### src/rtl/sar_conv_sequencer.sv
// sar_conv_sequencer: SAR conversion sequencer.
// Runs acquisition, then a bit-serial successive-approximation search
// driven by the comparator's Inc/Dcr flags, then either holds or tracks
// the input in single-LSB steps. It returns the code with a one-cycle Done strobe.
module sar_conv_sequencer #(
  parameter int unsigned DATA   = 8,
  parameter int unsigned ACQ    = 4,
  parameter int unsigned SETTLE = 2
) (
  input  logic                      ClockT,
  input  logic                      Reset,
  input  logic                      Start,
  input  logic                      Abort,
  input  logic                      Track,
  input  logic                      Inc,
  input  logic                      Dcr,
  output logic [1:0]                StateP,
  output logic [DATA-1:0]           SAROut,
  output logic [DATA-1:0]           Result,
  output logic                      Done,
  output logic                      Busy,
  output logic [$clog2(DATA)-1:0]   BitIdx
);

  localparam int unsigned IW   = $clog2(DATA);
  localparam int unsigned CMAX = (ACQ > SETTLE) ? ACQ : SETTLE;
  localparam int unsigned CW   = (CMAX > 1) ? $clog2(CMAX) : 1;

  localparam logic [CW-1:0]   ACQ_LAST = CW'(ACQ - 1);
  localparam logic [CW-1:0]   SET_LAST = CW'(SETTLE - 1);
  localparam logic [DATA-1:0] MIDSCALE = {1'b1, {(DATA-1){1'b0}}};
  localparam logic [IW-1:0]   MSB_IDX  = IW'(DATA - 1);

  // Encodings match the StateP values the datapath expects
  typedef enum logic [1:0] {
    ST_TRACK  = 2'b00,
    ST_SEARCH = 2'b01,
    ST_HOLD   = 2'b10,
    ST_ACQ    = 2'b11
  } state_e;

  state_e          state_q;
  logic [CW-1:0]   cnt_q;
  logic [DATA-1:0] sar_q;
  logic [DATA-1:0] res_q;
  logic            done_q;
  logic [IW-1:0]   bit_q;

  logic [DATA-1:0] dec_d;
  logic [DATA-1:0] trial_d;
  logic [DATA-1:0] trk_d;

  // Bit decision, next trial code and saturating tracking step
  always_comb begin
    dec_d = sar_q;
    if (Dcr && !Inc) begin
      dec_d[bit_q] = 1'b0;
    end
    trial_d = dec_d;
    if (bit_q != '0) begin
      trial_d[bit_q - IW'(1)] = 1'b1;
    end
    trk_d = sar_q;
    if (Inc && !Dcr && (sar_q != '1)) begin
      trk_d = sar_q + DATA'(1);
    end else if (Dcr && !Inc && (sar_q != '0)) begin
      trk_d = sar_q - DATA'(1);
    end
  end

  // Sequencer FSM with registered outputs; Abort overrides every state
  always_ff @(posedge ClockT or posedge Reset) begin
    if (Reset) begin
      state_q <= ST_HOLD;
      cnt_q   <= '0;
      sar_q   <= '0;
      res_q   <= '0;
      done_q  <= 1'b0;
      bit_q   <= '0;
    end else begin
      done_q <= 1'b0;
      if (Abort) begin
        state_q <= ST_HOLD;
        cnt_q   <= '0;
        bit_q   <= '0;
      end else begin
        case (state_q)
          ST_HOLD: begin
            if (Start) begin
              state_q <= ST_ACQ;
              cnt_q   <= '0;
              sar_q   <= MIDSCALE;
            end
          end
          ST_ACQ: begin
            if (cnt_q == ACQ_LAST) begin
              state_q <= ST_SEARCH;
              cnt_q   <= '0;
              bit_q   <= MSB_IDX;
            end else begin
              cnt_q <= cnt_q + CW'(1);
            end
          end
          ST_SEARCH: begin
            if (cnt_q == SET_LAST) begin
              cnt_q <= '0;
              if (bit_q != '0) begin
                sar_q <= trial_d;
                bit_q <= bit_q - IW'(1);
              end else begin
                sar_q   <= dec_d;
                res_q   <= dec_d;
                done_q  <= 1'b1;
                state_q <= Track ? ST_TRACK : ST_HOLD;
              end
            end else begin
              cnt_q <= cnt_q + CW'(1);
            end
          end
          ST_TRACK: begin
            if (Start) begin
              state_q <= ST_ACQ;
              cnt_q   <= '0;
              sar_q   <= MIDSCALE;
            end else if (!Track) begin
              state_q <= ST_HOLD;
            end else begin
              sar_q <= trk_d;
              res_q <= trk_d;
            end
          end
          default: state_q <= ST_HOLD;
        endcase
      end
    end
  end

  assign StateP = state_q;
  assign SAROut = sar_q;
  assign Result = res_q;
  assign Done   = done_q;
  assign BitIdx = bit_q;
  assign Busy   = (state_q == ST_ACQ) || (state_q == ST_SEARCH);

endmodule

### config.mk
export PLATFORM = sky130hd
export DESIGN_NAME = sar_conv_sequencer
export DESIGN_NICKNAME = d
export VERILOG_FILES = /design/src/rtl/sar_conv_sequencer.sv
export SDC_FILE = /design/constraint.sdc
export NUM_CORES = 1
export LEC_CHECK = 0
export ABC_AREA = 1
export CORE_MARGIN = 1.5
export CORE_UTILIZATION = 25
export DETAILED_ROUTE_END_ITERATION = 8
export PLACE_DENSITY = 0.53
export SKIP_CTS_REPAIR_TIMING = 1
export SYNTH_ARGS = -nofsm -noshare
export SYNTH_HDL_FRONTEND = slang
export SYNTH_SLANG_ARGS = --single-unit
### constraint.sdc
create_clock -name ClockT -period 3.4 [get_ports ClockT]
set_input_delay 0.85 -clock ClockT [delete_from_list [all_inputs] [get_ports ClockT]]
set_output_delay 0.85 -clock ClockT [all_outputs]
set_load 0.05 [all_outputs]
* Word level (Yosys, flattened, before mapping)
Cells that the tools add are included.
** Cells by class
- Reductions and logical operators :: 20
- Order comparisons :: 4
- Eq/ne operators :: 19
- $add $sub $neg :: 4
- Bitwise logic cells :: 4
- Multiplexer cells :: 40
** Operators by type and width (number)
- 8-bit 2-to-1 mux :: 11
- 2-bit 2-to-1 mux :: 12
- 8-bit one-hot mux with 3 select lines :: 1
- 3-bit inequality test (second input constant) :: 6
- 8-bit one-hot mux with 2 select lines :: 1
- 3-bit 2-to-1 mux :: 4
- 2-bit inequality test (second input constant) :: 5
- 5-bit AND reduction :: 2
- 3-bit nonzero test :: 3
- 8-bit by 1-bit adder with 8-bit output (second input constant) :: 1
- 8-bit bitwise AND :: 1
- 3-bit by 4-bit less-than comparator with 1-bit output (second input constant) :: 2
- 8-bit inequality test (second input constant) :: 1
- 8-bit NOT :: 1
- 8-bit bitwise OR :: 1
- 2-bit one-hot mux with 4 select lines :: 1
- 8-bit nonzero test :: 1
- 8-bit by 1-bit subtractor with 8-bit output (second input constant) :: 1
- 1-bit demux with 3-bit select :: 2
- 2-bit equality test (second input constant) :: 3
- 3-bit by 1-bit >= comparator with 1-bit output (second input constant) :: 2
- 1-bit logical AND :: 6
- 1-bit 2-to-1 mux :: 6
- 2-bit one-hot mux with 3 select lines :: 1
- other kinds (14) :: 16
** Storage, ports and cells
- Bits in registers :: 24
- Word-level logic and storage cells :: 97
- Input port bits :: 7

* Logic depth before layout (Yosys ltp)
Gate-level depths: netlist of run 1.
- Depth after elaboration :: 11
- Depth in mapped cells :: 12

* Least setup slack after synthesis of run 1
No wires, ideal clock.
- Kind :: register -> output
- From :: reg state_q[0] (netlist: StateP[0])
- To :: out Busy
- Setup slack :: 1.306 ns
- Stages on the path, launching flop included :: 2
- Arrival :: 1.244 ns
- Data required time :: 2.550 ns
- Path buffers :: 1
- Cell sequence :: dfrtp_1 dlygate4sd1_1
** Between the ends
- Longest elaborated chain between the ends :: 2
- Elaborated cells on any way between the ends :: 3
- Those cells by class :: eq/ne: 2; reduce/logical: 1
** Ends and longest elaborated chain
- from (decl) :: line 42 : state_e state_q;
- from (signal assigned) :: line 114 : state_q <= Track ? ST_TRACK : ST_HOLD;
- 2-bit equality test or 2-bit by 1-bit equality test with 1-bit output (tied branches) :: line 143 : assign Busy = (state_q == ST_ACQ) || (state_q == ST_SEARCH);
- 1-bit logical OR (*) :: line 143
- to (decl) :: line 21 : output logic Busy,
Every way passes the cells marked *; elsewhere a longest branch is shown, timed or not.

* Final worst setup path of run 1
- From :: reg sar_q[5] (netlist: SAROut[5])
- To :: out SAROut[5]
** RTL lines
- from (decl) :: line 44 : logic [DATA-1:0] sar_q;
- from (signal assigned) :: line 108 : sar_q <= trial_d;
- from (signal assigned) :: line 128 : sar_q <= trk_d;
- to (decl) :: line 18 : output logic [DATA-1:0] SAROut,
No word-level cell between the ends.

==> impl_metrics.toml, run 1 <==
[run_status]
status = "complete, no violations"

[logic_synthesis]
synth_compound_area_frac = 0.150
synth_top_area_frac = 0.294
yosys.area_share.simple = 0.394
synth_area_mm2 = 0.00196
yosysTopAreaCell = "dfrtp_1"
synth.mux.area_fraction = 0
synth.distinct_cells = 29
ys_seq_area_frac = 0.307
synth-xor-area-share = 0.00447
syn_nets = 321
yosys_warnings = 0
synth_area_per_cell_um2 = 6.40
synth-adder-area-share = 0.0511
yosys-top-cells-area = "dfrtp_1 29%, nand2_1 18%, nor2_1 7.5%"
async_flop_share = 1.00
synth-seq-cells = 24
synth-edff-count = 0
synth_top_flop_cell = "dfrtp_1"
synth_top_family_by_area = "simple AND/OR/NAND/NOR gates"
syn_inst = 306

[worst_setup_path]
path_class = "reg2out"
slowest_stage = "clkdlybuf4s50_1"
critPathLaunchType = "flop"
path_max_fanout = 11
timing.rr.end = "SAROut[4]"
critPathMaxStageDelay_ns = 0.89
critPathTopFamily = "buffers and inverters"
arrival_ns = 1.78
worstSetupEndpointType = "primary output"
rrSetupSlack_ns = 1.37
path_cells = "clkdlybuf4s50_1"
timing.rr.start = "BitIdx[0]"
reg2reg_depth = 10
critPathBufInv = 1
required_ns = 2.55

[timing]
finalSetupTns_ns = 0
finalSetupViolCount = 0
tightest_slew_ns = 0.953
maxSlewViolCount = 0
slew_headroom = 0.364
finalCriticalPeriod_ns = 2.63
final-hold-violation-count = 0
rsz0062_at_grt = "false"
finClkSkew_ns = 0.00322
max_freq_mhz = 380
finalCritPeriodShare = 0.774

[die]
design.core.area_mm2 = 0.00765
die_h_um = 91.5
dieArea_mm2 = 0.00838
ioPinCount = 30
die_w_um = 91.5
start_util = 0.256
std_cell_rows = 32

[route]
vias = 2077
finalWirelength_um = 5940
wl_per_cell_um = 13.7
first_pass_iters = 4
drc = 0
first_iter_violations = 172
vias_per_cell = 4.77
detail-route-antenna-nets = 0

[flow_run]
cap_violations = 0

[clock_tree]
cts_htree_levels = 1
cts_tree = "built"
clock_latency_ns = 0.28
cts_buffers = 3
root_buffer = "clkbuf_8"
clk_path_buf_depth = 2
clkSlewWorstSetupHoldPaths_ns = 0.09
cts.sinks = 24

[power_and_ir_drop]
p_comb_frac = 0.672
p_leak_nw = 1.16
p_sw_mw = 1.38
p_per_area_mw_per_mm2 = 993
power.total_mw = 2.38
intPower_mw = 1.00
ir_worst_vdd_mv = 0.424
power_frac_seq = 0.241
pwr-share-clk = 0.087
p_sw_frac = 0.579

[placed_design]
io_buffer_count = 29
place_hpwl_um = 4610
gp_congestion = 0.914

[grt]
grt_pass1_vias = 2058
grt_pass1_wl_um = 10300
antenna_found_initial = 0
grt_remaining_overflow = 0
track_usage = 0.155
grt_max_degree = 25

[hold_path]
hold_start = "Result[3]"
min-delay-path-class = "reg2reg"
hold_end = "Result[3]"
whs_path_depth = 2

[layout]
fin_nets = 349
fillers = 841
multi_input_area_mm2 = 0.00117
n_antenna_cell = 0
area_growth_pct = 22.1
register_area_um2 = 602
drive_gt1_frac = 0.0601
[layer usage]
layer / up-vias / part of all wire / global-route usage
li1: 1052 / - / -
met1: 940 / 0.47 / 0.207
met2: 76 / 0.46 / 0.261
met3: 9 / 0.054 / 0.0201
met4: 0 / 0.016 / 0.0391
met5: - / 0 / 0
[how the worst max path moves through the flow]
stage	slack, ns	cells past startpoint	from	end
after floorplan	1.31	1	StateP[0]	Busy
after global placement	0.83	8	Dcr	SAROut[7]
after detailed placement	0.86	8	Dcr	SAROut[7]
after CTS	0.75	1	SAROut[5]	SAROut[5]
after global routing	0.69	1	SAROut[5]	SAROut[5]
final	0.77	1	SAROut[5]	SAROut[5]
[placed cells by master (no fill, tap or decap), drive strengths merged]
master / instances
a21oi: 18
a31oi: 3
buf: 1
clkbuf: 4
clkdlybuf4s50: 29
clkinv: 1
dfrtp: 23
dfstp: 1
ha: 8
inv: 35
nand2: 99
nand3: 22
nand4: 9
nor2: 42
nor3: 3
nor3b: 1
nor4: 1
o211ai: 4
o21ai: 25
o31ai: 3
xnor2: 1
[state kept, by name (all words and copies together) (netlist names)]
register / cells
SAROut: 8
Done: 1
cnt_q: 2
Result: 8
BitIdx: 3
StateP: 2
[area by class of cell]
type	instances	area share
Clock buffer	4	0.0230
Inverter	36	0.0565
Multi-Input combinational cell	239	0.491
Sequential cell	24	0.252
Tap cell	102	0.0533
Timing Repair Buffer	30	0.124
[cell usage after synthesis (3+ instances only)]
cell / number
nand4_1: 9
inv_1: 33
nor3_1: 3
nor2_1: 39
o31ai_1: 3
o211ai_1: 4
a21oi_1: 18
nand3_1: 22
buf_2: 4
nand2_2: 4
dfrtp_1: 23
ha_1: 8
a31oi_1: 3
o21ai_0: 21
nand2_1: 93
[through the flow]
| stage | area, um^2 | cells | hold WS, ns | util | setup WS, ns |
|---|---|---|---|---|---|
| after floorplan | 1960 | 306 | 0.492 | - | 1.31 |
| after global placement | 2340 | 431 | 0.520 | 0.306 | 0.832 |
| after detailed placement | 2340 | 431 | 0.519 | 0.306 | 0.858 |
| after CTS | 2390 | 435 | 0.545 | 0.313 | 0.754 |
| after global routing | 2390 | 435 | 0.588 | 0.313 | 0.694 |
| final | 2390 | 435 | 0.538 | 0.313 | 0.769 |
[power groups by stage]
| stage | Sequential [mW] | Clock, mW | Combinational, mW |
|---|---|---|---|
| floorplan | 0.882 | 0 | 0.830 |
| global placement | 0.581 | 0 | 1.60 |
| detailed placement | 0.578 | 0 | 1.59 |
| CTS | 0.572 | 0.218 | 1.60 |
| global route | 0.595 | 0.228 | 1.77 |
| finish | 0.572 | 0.207 | 1.60 |
[kinds of logic after synthesis]
logic type | Yosys count
buffers and inverters | 43
AND/OR/NAND/NOR | 177
AO/OA/AOI/OAI | 53
XOR/XNOR | 1
adder cells (fa/ha/maj) | 8
flip-flops | 24
No activity file was read; power rests on OpenSTA's default activity.
==> run 2, diff against run 1 <==
clock period = 2.7 ns   (was 3.4 ns; I/O delays follow)
==> run 2 against run 1 <==
  * Register-to-register slack got worse by 0.67 ns
  * Clock skew fell by 0.00064 ns
  * Via count rose by 1.3%
  * Combinational power rose by 27%
  * Non-clock buffer count rose by 2
  * Wire length rose by 1.3%
  * Count of clock-buffer cells in the layout did not move
  * Utilization rose by 0.20 points
  * Sequential power rose by 25%
  * Cell area rose by 0.63%
  * Final cell count rose by 0.46%
  * Global-route usage fell by 0.38 points
  * Critical path type unchanged
  * Largest cell class unchanged
==> impl_metrics.toml, run 2 (synthesis results as in run 1) <==
[hold_path]
hold_end = "Result[5]"
hold_start = "Result[5]"
whs_path_depth = 2
min-delay-path-class = "reg2reg"

[die]
ioPinCount = 30
std_cell_rows = 32
die_h_um = 91.5
die_w_um = 91.5
start_util = 0.256
dieArea_mm2 = 0.00838
design.core.area_mm2 = 0.00765

[worst_setup_path]
reg2reg_depth = 11
critPathLaunchType = "flop"
required_ns = 2.03
rrSetupSlack_ns = 0.70
path_cells = "clkdlybuf4s50_1"
path_class = "reg2out"
timing.rr.start = "SAROut[0]"
timing.rr.end = "SAROut[5]"
critPathBufInv = 1
worstSetupEndpointType = "primary output"
slowest_stage = "clkdlybuf4s50_1"
path_max_fanout = 11
critPathTopFamily = "buffers and inverters"
arrival_ns = 1.80
critPathMaxStageDelay_ns = 0.89

[clock_tree]
clock_latency_ns = 0.27
clk_path_buf_depth = 2
cts.sinks = 24
root_buffer = "clkbuf_8"
cts_buffers = 3
clkSlewWorstSetupHoldPaths_ns = 0.09
cts_htree_levels = 1
cts_tree = "built"

[power_and_ir_drop]
p_leak_nw = 1.17
ir_worst_vdd_mv = 0.647
p_per_area_mw_per_mm2 = 1250

[grt]
grt_remaining_overflow = 0
track_usage = 0.151
grt_pass1_wl_um = 10000
grt_max_degree = 16
antenna_found_initial = 0
grt_pass1_vias = 2093

[route]
detail-route-antenna-nets = 0
finalWirelength_um = 6020
first_pass_iters = 4
vias = 2103
vias_per_cell = 4.81
wl_per_cell_um = 13.8
first_iter_violations = 117
drc = 0

[timing]
finalSetupTns_ns = 0
whs_ns = 0.544
final-hold-violation-count = 0
max_freq_mhz = 404
rsz0062_at_grt = "false"
setup_slack_ns = 0.227
finalCritPeriodShare = 0.916
tightest_slew_ns = 0.513
maxSlewViolCount = 0
finClkSkew_ns = 0.00258
finalCriticalPeriod_ns = 2.47
slew_headroom = 0.657
finalSetupViolCount = 0

[placed_design]
dp_slack_ns = 0.411
place_hpwl_um = 4860
gp_congestion = 0.903
io_buffer_count = 29
place_area_mm2 = 0.00235

[run_status]
status = "complete, no violations"

[layout]
fin_nets = 351
fillers = 848
area_growth_pct = 22.9
design_area_mm2 = 0.00241
drive_gt1_frac = 0.0657
layout_commonest_cell = "nand2_1"
mostFrequentLayoutCells = "93 x nand2_1, 39 x nor2_1, 33 x inv_1"
utilization = 0.315
n_antenna_cell = 0

[flow_run]
cap_violations = 0
[run 2: power breakdown]
part	internal [mW]	switching (mW)	total, mW
clock	0.130	0.123	0.253
sequential	0.507	0.209	0.717
combinational	0.630	1.40	2.03
[run 2: cell type report]
cell class              instances  area, um^2  area share
well taps                     102         128      0.0530
repair buffers                 32         313       0.130
flip-flops and latches         24         602       0.250
clock buffers                   4        55.1      0.0229
multi-input cells             239        1170       0.488
inverters                      36         135      0.0561
[run 2: per-layer routing]
metal / share of wire / vias to the layer above / track usage
li1: - / 1051 / -
met4: 0.0050 / 0 / 0.0339
met1: 0.48 / 997 / 0.206
met5: 0 / - / 0
met2: 0.47 / 51 / 0.247
met3: 0.040 / 4 / 0.0260
[run 2: worst max path at each step]
stage | start | endpoint | slack, ns | cells past startpoint
6_report | SAROut[5] | SAROut[5] | 0.23 | 1
4_1_cts | SAROut[5] | SAROut[5] | 0.21 | 1
5_1_grt | SAROut[5] | SAROut[5] | 0.17 | 1
3_5_place_dp | Inc | SAROut[5] | 0.41 | 12
3_3_place_gp | Dcr | SAROut[7] | 0.35 | 8
2_1_floorplan | BitIdx[0] | SAROut[4] | 0.73 | 10
[run 2: metrics by stage]
step,total power [mW],cells
after CTS,3.02,437
after floorplan,2.15,306
after global placement,2.73,433
after global routing,3.28,437
final,3.00,437
after detailed placement,2.75,433
[run 2: worst register-to-register path, stage by stage, from the launching register on]
cell and delay (ns):
dfrtp_1 0.50, inv_1 0.23, ha_1 0.19, nand3_1 0.13, o21ai_2 0.32, nand2_1 0.08, nand2_1 0.08, nand2_1 0.08
nand4_1 0.12, nand2_1 0.07, nand2_1 0.06, nand2_1 0.05
